File: src/rtl/nv_nvdla_cdma_wrr_arb_nch.sv
// N-channel weighted round-robin arbiter for CDMA read requests; combinational grant.
// Optional urgent bypass enabled by defining NV_CDMA_WRR_URG_EN.
module nv_nvdla_cdma_wrr_arb_nch #(
  parameter  int NUM_REQ = 4,
  parameter  int WT_W    = 5,
  localparam int IDX_W   = $clog2(NUM_REQ)
) (
  input  logic                    clk,
  input  logic                    reset_,
  input  logic [NUM_REQ-1:0]      req,
  input  logic [NUM_REQ*WT_W-1:0] wt,
  input  logic                    gnt_busy,
`ifdef NV_CDMA_WRR_URG_EN
  input  logic [NUM_REQ-1:0]      urg,
`endif
  output logic [NUM_REQ-1:0]      gnt,
  output logic                    gnt_vld,
  output logic [IDX_W-1:0]        gnt_id
);

  logic [NUM_REQ-1:0] r_last_gnt;
  logic [WT_W-1:0]    r_wt_left;

  logic [NUM_REQ-1:0] w_eff_req;
  logic [IDX_W-1:0]   w_last_idx;
  logic               w_hold;
  logic [NUM_REQ-1:0] w_rr_gnt;
  logic [WT_W-1:0]    w_rr_wt;
  logic [NUM_REQ-1:0] w_gnt_pre;
  logic [WT_W-1:0]    w_wt_left_nxt;
  logic [NUM_REQ-1:0] w_gnt_sel;
  logic               w_urg_act;

  always_comb begin
    w_eff_req = '0;
    for (int i = 0; i < NUM_REQ; i++)
      w_eff_req[i] = req[i] & (wt[i*WT_W +: WT_W] != '0);
  end

  always_comb begin
    w_last_idx = '0;
    for (int i = 0; i < NUM_REQ; i++)
      if (r_last_gnt[i]) w_last_idx = IDX_W'(i);
  end

  assign w_hold = (r_wt_left != '0) & (|(w_eff_req & r_last_gnt));

  // Search begins one past the previous winner, or at channel 0 when nothing was granted yet.
  always_comb begin
    int  start;
    int  c;
    logic found;
    w_rr_gnt = '0;
    w_rr_wt  = '0;
    found    = 1'b0;
    c        = 0;
    start    = (r_last_gnt == '0) ? 0 : int'(w_last_idx) + 1;
    if (start >= NUM_REQ) start = 0;
    for (int k = 0; k < NUM_REQ; k++) begin
      c = start + k;
      if (c >= NUM_REQ) c = c - NUM_REQ;
      if (!found && w_eff_req[c]) begin
        found       = 1'b1;
        w_rr_gnt[c] = 1'b1;
        w_rr_wt     = wt[c*WT_W +: WT_W];
      end
    end
  end

  always_comb begin
    w_gnt_pre     = w_rr_gnt;
    w_wt_left_nxt = r_wt_left;
    if (w_hold) begin
      w_gnt_pre     = r_last_gnt;
      w_wt_left_nxt = r_wt_left - WT_W'(1);
    end else if (w_rr_wt != '0) begin
      w_wt_left_nxt = w_rr_wt - WT_W'(1);
    end
  end

`ifdef NV_CDMA_WRR_URG_EN
  logic [NUM_REQ-1:0] w_urg_eff;
  assign w_urg_eff = urg & w_eff_req;
  assign w_urg_act = |w_urg_eff;
  // Isolate the lowest set bit: lowest-index urgent channel wins.
  assign w_gnt_sel = w_urg_act ? (w_urg_eff & (~w_urg_eff + NUM_REQ'(1))) : w_gnt_pre;
`else
  assign w_urg_act = 1'b0;
  assign w_gnt_sel = w_gnt_pre;
`endif

  assign gnt     = w_gnt_sel & {NUM_REQ{~gnt_busy}};
  assign gnt_vld = |gnt;

  always_comb begin
    gnt_id = '0;
    for (int i = 0; i < NUM_REQ; i++)
      if (gnt[i]) gnt_id = IDX_W'(i);
  end

  // Urgent grants bypass the WRR state entirely.
  always_ff @(posedge clk or negedge reset_) begin
    if (!reset_) begin
      r_last_gnt <= '0;
      r_wt_left  <= '0;
    end else if (~gnt_busy & (|w_eff_req) & ~w_urg_act) begin
      r_last_gnt <= w_gnt_pre;
      r_wt_left  <= w_wt_left_nxt;
    end
  end

endmodule

File: config.mk
export PLATFORM = sky130hd
export DESIGN_NAME = nv_nvdla_cdma_wrr_arb_nch
export DESIGN_NICKNAME = d
export VERILOG_FILES = /design/src/rtl/nv_nvdla_cdma_wrr_arb_nch.sv
export SDC_FILE = /design/constraint.sdc
export NUM_CORES = 1
export LEC_CHECK = 0
export ABC_AREA = 1
export CAP_MARGIN = 5
export CORE_MARGIN = 3
export CORE_UTILIZATION = 62
export DETAILED_ROUTE_END_ITERATION = 10
export PLACE_DENSITY = 0.93
export SLEW_MARGIN = 10
export SYNTH_ARGS = -nofsm -noshare
export SYNTH_HDL_FRONTEND = slang
export SYNTH_SLANG_ARGS = --single-unit
export TNS_END_PERCENT = 30
File: constraint.sdc
create_clock -name clk -period 8.2 [get_ports clk]
set_input_delay 2.05 -clock clk [delete_from_list [all_inputs] [get_ports clk]]
set_output_delay 2.05 -clock clk [all_outputs]
set_load 0.02 [all_outputs]
## Yosys cells after proc, flatten, opt, wreduce, memory -nomap -nowiden

Cells that the tools add are included.

- Register bits after elaboration: 9
- Logic and storage cells: 113
- Bits in writable memories: 0
- Latch bits: 0
- Bits of input ports: 27
- Bits in read-only memories: 0
- Memories kept: 0
- Output and inout bits: 7

- Eq/ne operators: 0
- Div/mod/pow operators: 0
- Bitwise operators: 12
- $add $sub $neg: 10
- $mul: 4
- Shifts and indexed selects: 4
- Reductions and logical operators: 22
- $lt $le $gt $ge: 13
- Multiplexer cells: 46

Operator list:

| kind | count |
|---|---|
| $ge 32x1->1 const B | 4 |
| $ge 32x4->1 const B | 4 |
| $lt 32x4->1 const B | 4 |
| $mul 32x4->32 const B | 4 |
| $mux 32 | 4 |
| $shiftx 20x32->5 | 4 |
| $sub 32x4->32 const B | 4 |
| $add 32x3->32 const B | 2 |
| $add 32x2->32 const B | 1 |
| $mux 5 | 6 |
| $reduce_bool 5->1 | 6 |
| $mux 4 | 5 |
| $mux 1 | 17 |
| $or 4x4->4 | 3 |
| $reduce_or 4->1 | 3 |
| $sub 5x1->5 const B | 2 |
| $and 4x4->4 | 2 |
| $bmux 1 s2 | 4 |
| $demux 1 s2 | 4 |
| $mux 2 | 4 |
| $logic_and 1x1->1 | 7 |
| $and 1x1->1 | 6 |
| $mux 3 | 2 |
| $logic_not 4->1 | 1 |
| other kinds (6) | 8 |

## Depth between registers and ports, before layout

Gate-level depths: netlist of run 1.

- Depth after elaboration: 27
- Gate-level depth with buffers: 29
- Depth with buffers taken out: 29

## Least setup slack after synthesis of run 1

No wires, ideal clock.

- Kind: input -> output
- Start point: in wt[19]
- End point: out gnt_id[0]
- Slack: 2.287 ns
- Stages on the path: 16
- Arrival time: 3.863 ns
- Required time: 6.150 ns
- Buffers on the path: 0
- Path through: inv_1 -> nand3_1 -> nand2_1 -> nand2_1 -> nand2_1 -> nand2_1 -> nand2_1 -> nor2_1 -> inv_2 -> o21ai_0 -> a21oi_1 -> o21ai_0 -> o21ai_0 -> nor2_1 -> inv_1 -> o21ai_1

- Elaborated cells on any way between the ends: 38
- Classes of those cells: mux (23); bitwise (7); reduce/logical (8)

RTL lines:

| element | line | source |
|---|---|---|
| start, declared | 11 | `input logic [NUM_REQ*WT_W-1:0] wt,` |
| $reduce_bool 5->1 (*) | 37 | `w_eff_req[i] = req[i] & (wt[i*WT_W +: WT_W] != '0);` |
| $and 1x1->1 (*) | 37 |  |
| $bmux 1 s2 | 62 | `if (!found && w_eff_req[c]) begin` |
| $mux 1 (not written as such) (2 in a row) | 62 |  |
| $mux 1 | 62 |  |
| $logic_not 1->1 | 62 |  |
| $logic_and 1x1->1 | 62 |  |
| $mux 1 | 62 |  |
| [2 not listed] | -- |  |
| $mux 1 | 62 |  |
| $logic_not 1->1 | 62 |  |
| $logic_and 1x1->1 | 62 |  |
| $mux 4 | 62 |  |
| $mux 4 (*) | 73 | `if (w_hold) begin` |
| $and 4x4->4 (*) | 92 | `assign gnt = w_gnt_sel & {NUM_REQ{~gnt_busy}};` |
| net gnt[3] | 16 | `output logic [NUM_REQ-1:0] gnt,` |
| $mux 2 (*) | 98 | `if (gnt[i]) gnt_id = IDX_W'(i);` |
| end, declared | 18 | `output logic [IDX_W-1:0] gnt_id` |

Mark *: on every way through the listed nets, which the timed path passes. The rest lies on a longest branch. The select of a mux whose other input is x is not followed.

## Final worst setup path of run 1

- Start point: in wt[19]
- End point: out gnt_id[1]

- Word-level cells in the longest chain between the ends: 19
- Elaborated cells on any way between the ends: 37
- Classes of those cells: mux (22); bitwise (7); reduce/logical (8)

Ends and longest elaborated chain:

| element | line |
|---|---|
| $reduce_bool 5->1 (*) | 37 |
| $and 1x1->1 (*) | 37 |
| $bmux 1 s2 | 62 |
| $mux 1 (not written as such) (2 in a row) | 62 |
| $mux 1 | 62 |
| $logic_not 1->1 | 62 |
| $logic_and 1x1->1 | 62 |
| $mux 1 | 62 |
| [2 not listed] | -- |
| $mux 1 | 62 |
| $logic_not 1->1 | 62 |
| $logic_and 1x1->1 | 62 |
| $mux 4 | 62 |
| $mux 4 (*) | 73 |
| $and 4x4->4 (*) | 92 |
| $mux 2 | 98 |
| $mux 2 (*) | 98 |

Every way passes the cells marked *; elsewhere a longest branch is shown, timed or not. The select of a mux whose other input is x is not followed.

==> results of run 1 <==
## cell type report
type,count,area [sq um]
well taps,50,62.6
inverters,61,231
clock buffers,4,45.0
flip-flops and latches,9,225
repair buffers,33,330
multi-input cells,454,2220
fillers,384,997
## cell usage in the layout, fill, tap and decap left out, drive strengths merged
cell,netlist,layout
fa,2,2
clkinv,2,2
o21a,1,1
conb,2,17
o211ai,3,3
a21oi,19,19
nand2,203,203
inv,59,59
clkdlybuf4s50,0,33
o21bai,1,1
nand3,73,73
a41oi,1,1
xor2,1,1
nor4,1,1
nor2,51,51
nor3,3,3
clkbuf,4,4
o21ai,42,42
xnor2,1,1
or2,1,1
a211oi,1,1
ha,9,9
dfrtp,9,9
a221oi,3,3
o31ai,1,1
o22ai,5,5
nand4,15,15
## stage by stage
stage	setup WS [ns]	util	instances	area, sq um	hold slack [ns]
after global placement	0.987	0.747	607	3070	0.467
after floorplan	2.29	-	538	2770	0.449
after detailed placement	0.910	0.747	607	3070	0.468
final	0.657	0.758	611	3120	0.472
after global routing	0.370	0.758	611	3120	0.511
after CTS	0.777	0.758	611	3120	0.477
## sequential cells by signal, indices dropped and copies added, names as in the netlist
register    flops
r_wt_left       5
r_last_gnt      4
## final timing paths
check,cells after the start,end,slack [ns]
max in group asynchronous,1,r_wt_left[1],5.79
min,2,r_wt_left[4],0.47
min reg2reg,2,r_wt_left[4],0.47
max,16,gnt_id[1],0.66
max reg2reg,21,r_wt_left[4],4.27
min in group asynchronous,1,r_last_gnt[0],2.12
## worst max-delay path: stages
cell and delay, ns:
clkdlybuf4s50_1 0.58, inv_1 0.12, nand3_1 0.14, nand2_1 0.12
o22ai_1 0.13, nor2_1 0.08, nor2_1 0.36, inv_1 0.32
o21ai_0 0.20, a221oi_1 0.09, o21ai_0 0.15, o21ai_0 0.15
nor2_1 0.21, inv_1 0.10, nand2_1 0.08, clkdlybuf4s50_1 0.60
## cells by family (layout without fill, tap and decap cells)
logic type | Yosys count | count (layout)
AO/OA/AOI/OAI | 77 | 77
adder cells (fa/ha/maj) | 11 | 11
XOR/XNOR | 2 | 2
flip-flops | 9 | 9
other | 2 | 17
AND/OR/NAND/NOR | 347 | 347
buffers and inverters | 75 | 98
## routing by layer
layer  track usage  vias to the layer above
li1              -                     1782
met2         0.595                      296
met1         0.472                     1612
met4         0.192                        0
met5             0                        -
met3        0.0443                       52
==> out/summary.log, run 1 <==
qor: die.coreArea 0.00412 sq mm
qor: logic_synthesis.synth.top_cells.by_count nand2_1 (195), nand3_1 (70), inv_1 (53)
qor: sta.finalSetupViolations 0
qor: logic_synthesis.yosys.cell_types.count 42
qor: outcome.outcome complete, no violations
qor: sta.timing_worst_slew_pin_value 0.704 ns
qor: place.port-buffer-count 33
qor: place.finalWeightedCongestion 1.09
qor: grt.gr-total-overflow 0
qor: grt.grtUsageTotal 0.366
qor: cts.hold_buffers 0
qor: cts.clock_latency 0.23 ns
qor: logic_synthesis.edff_count_synth 0
qor: route.route.layer.met1.wl 3690 microns
qor: die.floorplan.initialDensity 0.658
qor: route.ant_nets 0
qor: cts.cts_root_buf clkbuf_8
qor: worst_setup_path.rr_startpoint r_last_gnt[1]
qor: route.met2_wirelength 4210 microns
qor: layout.design.final.nets 600
qor: logic_synthesis.postSynthRegisterBits 9
qor: cts.cts_made_buffers 3
qor: worst_setup_path.critical_path.startpoint wt[19]
qor: route.avgViaCountPerCell 6.12
qor: worst_setup_path.timing.critical_path.fanout_max 14
qor: sta.finalHoldViolations 0
qor: grt.grt_antenna_before_repair 0
qor: worst_setup_path.critPathKind input pin to primary output
qor: logic_synthesis.area_share_of_fa_ha_maj_cells_after_synthesis 0.0564
qor: worst_setup_path.critPathCaptureType primary output
qor: logic_synthesis.largest_family_of_logic_cells_by_synthesized_area simple AND/OR/NAND/NOR gates
qor: cts.clock_sinks 9
qor: die.io_pins 34
qor: sta.timing.setup.tns 0 ns
qor: grt.grt_first_pass_wirelength 15400 microns
qor: logic_synthesis.ys_seq_area_frac 0.0831
qor: logic_synthesis.synth_area_per_cell 5.18 sq um
qor: logic_synthesis.synth_area_leader_cell nand2_1
qor: worst_setup_path.cp_data_required_time 6.15 ns
qor: worst_setup_path.timing.critical_path.arrival 5.49 ns
qor: cts.clock_tree.htree_level_count 1
qor: logic_synthesis.yosysWarningCount 0
qor: sta.max_slew_violation_count 0
qor: logic_synthesis.synth_cells 523
qor: sta.max_freq 133 MHz
qor: die.fp.dieW 72.1 microns
qor: die.floorplan.die_area 0.00520 sq mm
qor: grt.first_global_vias 3338
qor: grt.grt_max_degree 38
qor: sta.rsz_0062_raised_after_global_routing no
qor: route.drcViolationCount 0
qor: logic_synthesis.synthMuxAreaShare 0
qor: logic_synthesis.synth_top_cell_area_share 0.270
qor: die.num_rows 23
qor: layout.antenna_diode_instance_count 0
qor: logic_synthesis.postSynth.topFlopCell dfrtp_1
qor: cts.tritoncts_clock_tree yes
qor: layout.layout-area-overhead-vs-synth 15.1%
qor: cts.clkTransAtPathRegs 0.04 ns
qor: place.hpwl 7290 microns
qor: route.firstDrtPassIters 8
qor: route.dr_wl_met3 1050 microns
qor: sta.slew_headroom 0.525
qor: route.highest_layer met4
qor: route.dr.first_iter.drc_count 595
qor: sta.setup_clock_skew_after_layout 0.00401 ns
qor: worst_hold_path.min_from r_wt_left[4]
qor: cts.post-cts-setup-buffers 0
qor: sta.post-route-period-util 0.920
qor: logic_synthesis.synthTopCellsByArea nand2_1 (27%), nand3_1 (13%), dfrtp_1 (8.3%)
qor: cts.clock_path_buffers 2
qor: worst_hold_path.hold_class register to register
qor: run.maxCapViolations 0
qor: logic_synthesis.synth_compound_gate_area_share 0.165
qor: route.route.detailed.wl_per_inst 15.6 microns
qor: logic_synthesis.fraction_of_the_mapped_netlist_area_in_simple_logic_gates 0.570
qor: route.drt_wl_total 9530 microns
qor: layout.post_route_cells_drive_above_1_share 0.0588
qor: logic_synthesis.most_common_cell_in_the_netlist nand2_1
qor: logic_synthesis.synth_async_sr_flop_share 1.00
qor: logic_synthesis.mappedNetlistArea 0.00271 sq mm
qor: cts.cts-resized-gates 0
qor: logic_synthesis.post_synth_xor_area_fraction 0.00647
qor: route.total_vias_in_the_final_route 3742
qor: die.die_h 72.1 microns
qor: worst_setup_path.timing.critical_path.from_type input pin
qor: sta.layout_min_cycle_time 7.54 ns
Power of run 1 is not shown: default switching activity piles up to over one toggle a cycle in this logic, so the estimate is an artifact.
==> inputs of run 2 (changes only) <==
--- a/config.mk
+++ b/config.mk
@@ -10,6 +10,7 @@
 export CORE_MARGIN = 3
 export CORE_UTILIZATION = 62
 export DETAILED_ROUTE_END_ITERATION = 10
+export GPL_ROUTABILITY_DRIVEN = 0
 export PLACE_DENSITY = 0.93
 export SLEW_MARGIN = 10
 export SYNTH_ARGS = -nofsm -noshare
==> out/summary.log, run 2 (same netlist as run 1, synthesis figures left out) <==
qor: layout.registers.top_by_ff_count r_wt_left
qor: die.fp.dieW 72.1 microns
qor: route.ant_nets 0
qor: cts.clock_latency 0.23 ns
qor: grt.first_global_vias 3302
qor: worst_setup_path.timing.critical_path.from_type input pin
qor: sta.post-route-period-util 0.911
qor: cts.clock_tree.htree_level_count 1
qor: cts.post-cts-setup-buffers 0
qor: sta.rsz_0062_raised_after_global_routing no
qor: sta.finalHoldViolations 0
qor: sta.layout_min_cycle_time 7.47 ns
qor: cts.cts_root_buf clkbuf_8
qor: worst_hold_path.hold_path_sink r_wt_left[4]
qor: layout.layout-area-overhead-vs-synth 15.1%
qor: worst_setup_path.cp_slowest_cell clkdlybuf4s50_1
qor: layout.mostFrequentLayoutCells nand2_1 (195), nand3_1 (70), inv_1 (53)
qor: outcome.outcome complete, no violations
qor: worst_setup_path.r2r_slack 4.28 ns
qor: sta.slew_headroom 0.552
qor: worst_setup_path.critPathCaptureType primary output
qor: worst_hold_path.hold_path_depth 2
qor: grt.grtUsageTotal 0.355
qor: worst_setup_path.timing.critical_path.arrival 5.42 ns
qor: layout.largest_registers r_wt_left: 5 flops, r_last_gnt: 4 flops
qor: worst_setup_path.rr_endpoint r_wt_left[4]
qor: layout.antenna_diode_instance_count 0
qor: cts.clock_path_buffers 2
qor: run.maxCapViolations 0
qor: worst_setup_path.critPathKind input pin to primary output
qor: die.io_pins 34
qor: route.route.detailed.wl_per_inst 15.1 microns
qor: die.coreArea 0.00412 sq mm
qor: route.avgViaCountPerCell 6.28
qor: worst_setup_path.timing.critical_path.fanout_max 14
qor: cts.clkTransAtPathRegs 0.04 ns
qor: die.floorplan.die_area 0.00520 sq mm
qor: grt.grt_first_pass_wirelength 15100 microns
qor: worst_hold_path.hold_class register to register
qor: place.hpwl 6850 microns
qor: grt.grt_antenna_before_repair 0
qor: route.firstDrtPassIters 9
qor: sta.timing_worst_slew_pin_value 0.664 ns
qor: worst_setup_path.r2r_cells 21
qor: sta.setup_clock_skew_after_layout 0.00334 ns
qor: die.num_rows 23
qor: cts.tritoncts_clock_tree yes
qor: worst_setup_path.critPathMaxStageDelay 0.60 ns
qor: layout.design.final.nets 600
qor: die.floorplan.initialDensity 0.658
qor: cts.hold_buffers 0
qor: worst_setup_path.rr_startpoint r_last_gnt[1]
qor: cts.cts_made_buffers 3
qor: route.total_vias_in_the_final_route 3838
qor: layout.layout_commonest_cell nand2_1
qor: route.drt_wl_total 9250 microns
qor: sta.max_freq 134 MHz
qor: layout.post_route_cells_drive_above_1_share 0.0588
qor: layout.largest_register_ff_count 5
qor: sta.max_slew_violation_count 0
qor: cts.cts-resized-gates 0
qor: worst_setup_path.crit_chain clkdlybuf4s50_1, inv_1, nand3_1, nand2_1, o22ai_1, nor2_1, nor2_1, inv_1, o21ai_0, a221oi_1, o21ai_0, o21ai_0, nor2_1, inv_1, nand2_1, clkdlybuf4s50_1
qor: place.port-buffer-count 33
qor: grt.gr-total-overflow 0
qor: sta.finalSetupViolations 0
qor: worst_hold_path.min_from r_wt_left[4]
qor: route.drcViolationCount 0
qor: worst_setup_path.cp_data_required_time 6.15 ns
qor: route.dr.first_iter.drc_count 802
qor: grt.grt_max_degree 38
qor: cts.clock_sinks 9
qor: die.die_h 72.1 microns
qor: sta.timing.setup.tns 0 ns
[run 2: how the worst max path moves through the flow]
stage               slack, ns         to  startpoint
floorplan                2.29  gnt_id[0]      wt[19]
global placement         1.10  gnt_id[1]       wt[9]
detailed placement        1.0  gnt_id[1]      wt[19]
CTS                      0.84  gnt_id[1]      wt[19]
global route             0.43  gnt_id[1]      wt[19]
finish                   0.73  gnt_id[1]      wt[19]
[run 2: through the flow]
step	cells	utilization	hold WS [ns]	worst slack (ns)	instance area, sq um
after floorplan	538	-	0.449	2.29	2770
after global placement	607	0.747	0.475	1.10	3070
after detailed placement	607	0.747	0.469	0.996	3070
after CTS	611	0.758	0.478	0.839	3120
after global routing	611	0.758	0.486	0.435	3120
final	611	0.758	0.483	0.728	3120
[run 2: layer usage]
metal | vias to the layer above | share of wire | GRT usage
met5 | - | 0 | 0
met4 | 0 | 0.059 | 0.213
met3 | 71 | 0.13 | 0.0554
met2 | 351 | 0.44 | 0.552
met1 | 1637 | 0.37 | 0.461
li1 | 1779 | - | -
[run 2: layout make-up]
type / instances / area (sq um)
repair buffers: 33 / 330
fillers: 357 / 997
clock buffers: 4 / 45.0
well taps: 50 / 62.6
multi-input cells: 454 / 2220
flip-flops and latches: 9 / 225
inverters: 61 / 231
[run 2: critical path: cells and delay by family]
| family | cells | cell delay, ns |
|---|---|---|
| compound gates | 5 | 0.63 |
| simple gates | 6 | 0.99 |
| buf+inv | 5 | 1.73 |
Power of run 2 is left out for the same reason.
==> inputs of run 3 (changes only) <==
--- a/config.mk
+++ b/config.mk
@@ -7,6 +7,7 @@
 export LEC_CHECK = 0
 export ABC_AREA = 1
 export CAP_MARGIN = 5
+export CORE_ASPECT_RATIO = 0.75
 export CORE_MARGIN = 3
 export CORE_UTILIZATION = 62
 export DETAILED_ROUTE_END_ITERATION = 10
==> out/summary.log, run 3 (same netlist as run 1, synthesis figures left out) <==
qor: grt.grt_max_degree 38
qor: sta.finalHoldViolations 0
qor: route.route.detailed.wl_per_inst 15.0 microns
qor: layout.final_cells 616
qor: cts.clock_path_buffers 2
qor: grt.grtUsageTotal 0.354
qor: sta.max_slew_violation_count 0
qor: die.fp.dieW 82.3 microns
qor: cts.clock_latency 0.24 ns
qor: sta.layout_min_cycle_time 7.29 ns
qor: sta.slew_headroom 0.515
qor: layout.largest_register_ff_count 5
qor: worst_setup_path.crit_chain clkdlybuf4s50_1, inv_1, nand3_1, nand2_1, o22ai_1, nor2_1, nor2_1, inv_1, o21ai_0, a221oi_1, o21ai_0, o21ai_0, nor2_1, inv_1, nand2_1, clkdlybuf4s50_1
qor: layout.layout_commonest_cell nand2_1
qor: cts.cts_made_buffers 3
qor: worst_setup_path.timing.critical_path.fanout_max 14
qor: cts.clock_tree.htree_level_count 1
qor: layout.mostFrequentLayoutCells nand2_1 (195), nand3_1 (70), inv_1 (53)
qor: place.place.detailed.instances 612
qor: worst_setup_path.timing.critical_path.arrival 5.24 ns
qor: worst_setup_path.critPathKind input pin to primary output
qor: grt.grt_first_pass_wirelength 14800 microns
qor: layout.utilization 0.757
qor: cts.cts_root_buf clkbuf_8
qor: route.avgViaCountPerCell 6.20
qor: grt.first_global_vias 3272
qor: worst_setup_path.timing.critical_path.from_type input pin
qor: die.floorplan.initialDensity 0.656
qor: route.firstDrtPassIters 8
qor: layout.finalInstanceArea 0.00312 sq mm
qor: die.floorplan.die_area 0.00521 sq mm
qor: die.io_pins 34
qor: die.num_rows 20
qor: grt.grt_antenna_before_repair 0
qor: cts.post-cts-setup-buffers 0
qor: die.die_h 63.2 microns
qor: worst_setup_path.cp_data_required_time 6.15 ns
qor: outcome.outcome complete, no violations
qor: worst_setup_path.critPathCaptureType primary output
qor: route.drcViolationCount 0
qor: die.coreArea 0.00413 sq mm
qor: run.maxCapViolations 0
qor: worst_hold_path.min_from r_wt_left[4]
qor: cts.clkTransAtPathRegs 0.06 ns
qor: cts.clock_sinks 9
qor: sta.timing_worst_slew_pin_value 0.717 ns
qor: sta.post-route-period-util 0.889
qor: layout.largest_registers r_wt_left: 5 flops, r_last_gnt: 4 flops
qor: cts.cts-resized-gates 0
qor: route.dr.first_iter.drc_count 760
qor: worst_hold_path.hold_path_depth 2
qor: layout.design.final.nets 600
qor: layout.registers.top_by_ff_count r_wt_left
qor: route.drt_wl_total 9240 microns
qor: grt.gr-total-overflow 0
qor: worst_setup_path.r2r_cells 23
qor: worst_hold_path.hold_path_sink r_wt_left[4]
qor: worst_setup_path.rr_startpoint r_last_gnt[2]
qor: place.port-buffer-count 33
qor: worst_setup_path.r2r_slack 4.32 ns
qor: sta.finalSetupViolations 0
qor: place.placement.cell_area 0.00308 sq mm
qor: cts.hold_buffers 0
qor: route.ant_nets 0
qor: layout.layout-area-overhead-vs-synth 15.3%
qor: cts.tritoncts_clock_tree yes
qor: worst_setup_path.critPathMaxStageDelay 0.59 ns
qor: sta.setup_clock_skew_after_layout 0.00775 ns
qor: worst_setup_path.cp_slowest_cell clkdlybuf4s50_1
qor: worst_hold_path.hold_class register to register
qor: layout.post_route_cells_drive_above_1_share 0.0588
qor: route.total_vias_in_the_final_route 3817
qor: worst_setup_path.rr_endpoint r_wt_left[4]
qor: sta.timing.setup.tns 0 ns
qor: sta.rsz_0062_raised_after_global_routing no
qor: layout.antenna_diode_instance_count 0
qor: sta.max_freq 137 MHz
qor: place.hpwl 7300 microns
## run 3: cell counts in the layout (fill, tap and decap cells not counted)
Identical to the previous run, type by type.
## run 3: worst max-delay path by stage
stage,startpoint,to,cells past startpoint
after floorplan,wt[19],gnt_id[0],16
after global placement,wt[14],gnt_id[1],16
after detailed placement,wt[19],gnt_id[1],16
after CTS,wt[19],gnt_id[1],16
after global routing,wt[19],gnt_id[1],16
final,wt[19],gnt_id[1],16
## run 3: layer usage
metal  part of all wire  global-route usage  up-vias
met1               0.39               0.513     1630
met2               0.40               0.527      345
met5                  0                   0        -
li1                   -                   -     1777
met3               0.17              0.0957       65
met4              0.035              0.0560        0
## run 3: cell type report
class,instances,area (sq um)
clock buffers,4,45.0
well taps,55,68.8
repair buffers,33,330
inverters,61,231
flip-flops and latches,9,225
fillers,359,1000
multi-input cells,454,2220
## run 3: worst max-delay path: cells and delay by family
family | cells | cell delay (ns)
simple gates | 6 | 0.91
buf+inv | 5 | 1.68
compound gates | 5 | 0.61
## run 3: metrics by stage
stage,hold slack [ns],setup slack [ns]
finish,0.483,0.912
CTS,0.485,1.02
floorplan,0.449,2.29
detailed placement,0.473,1.04
global placement,0.466,1.12
global route,0.522,0.648
Power of run 3 is left out for the same reason.
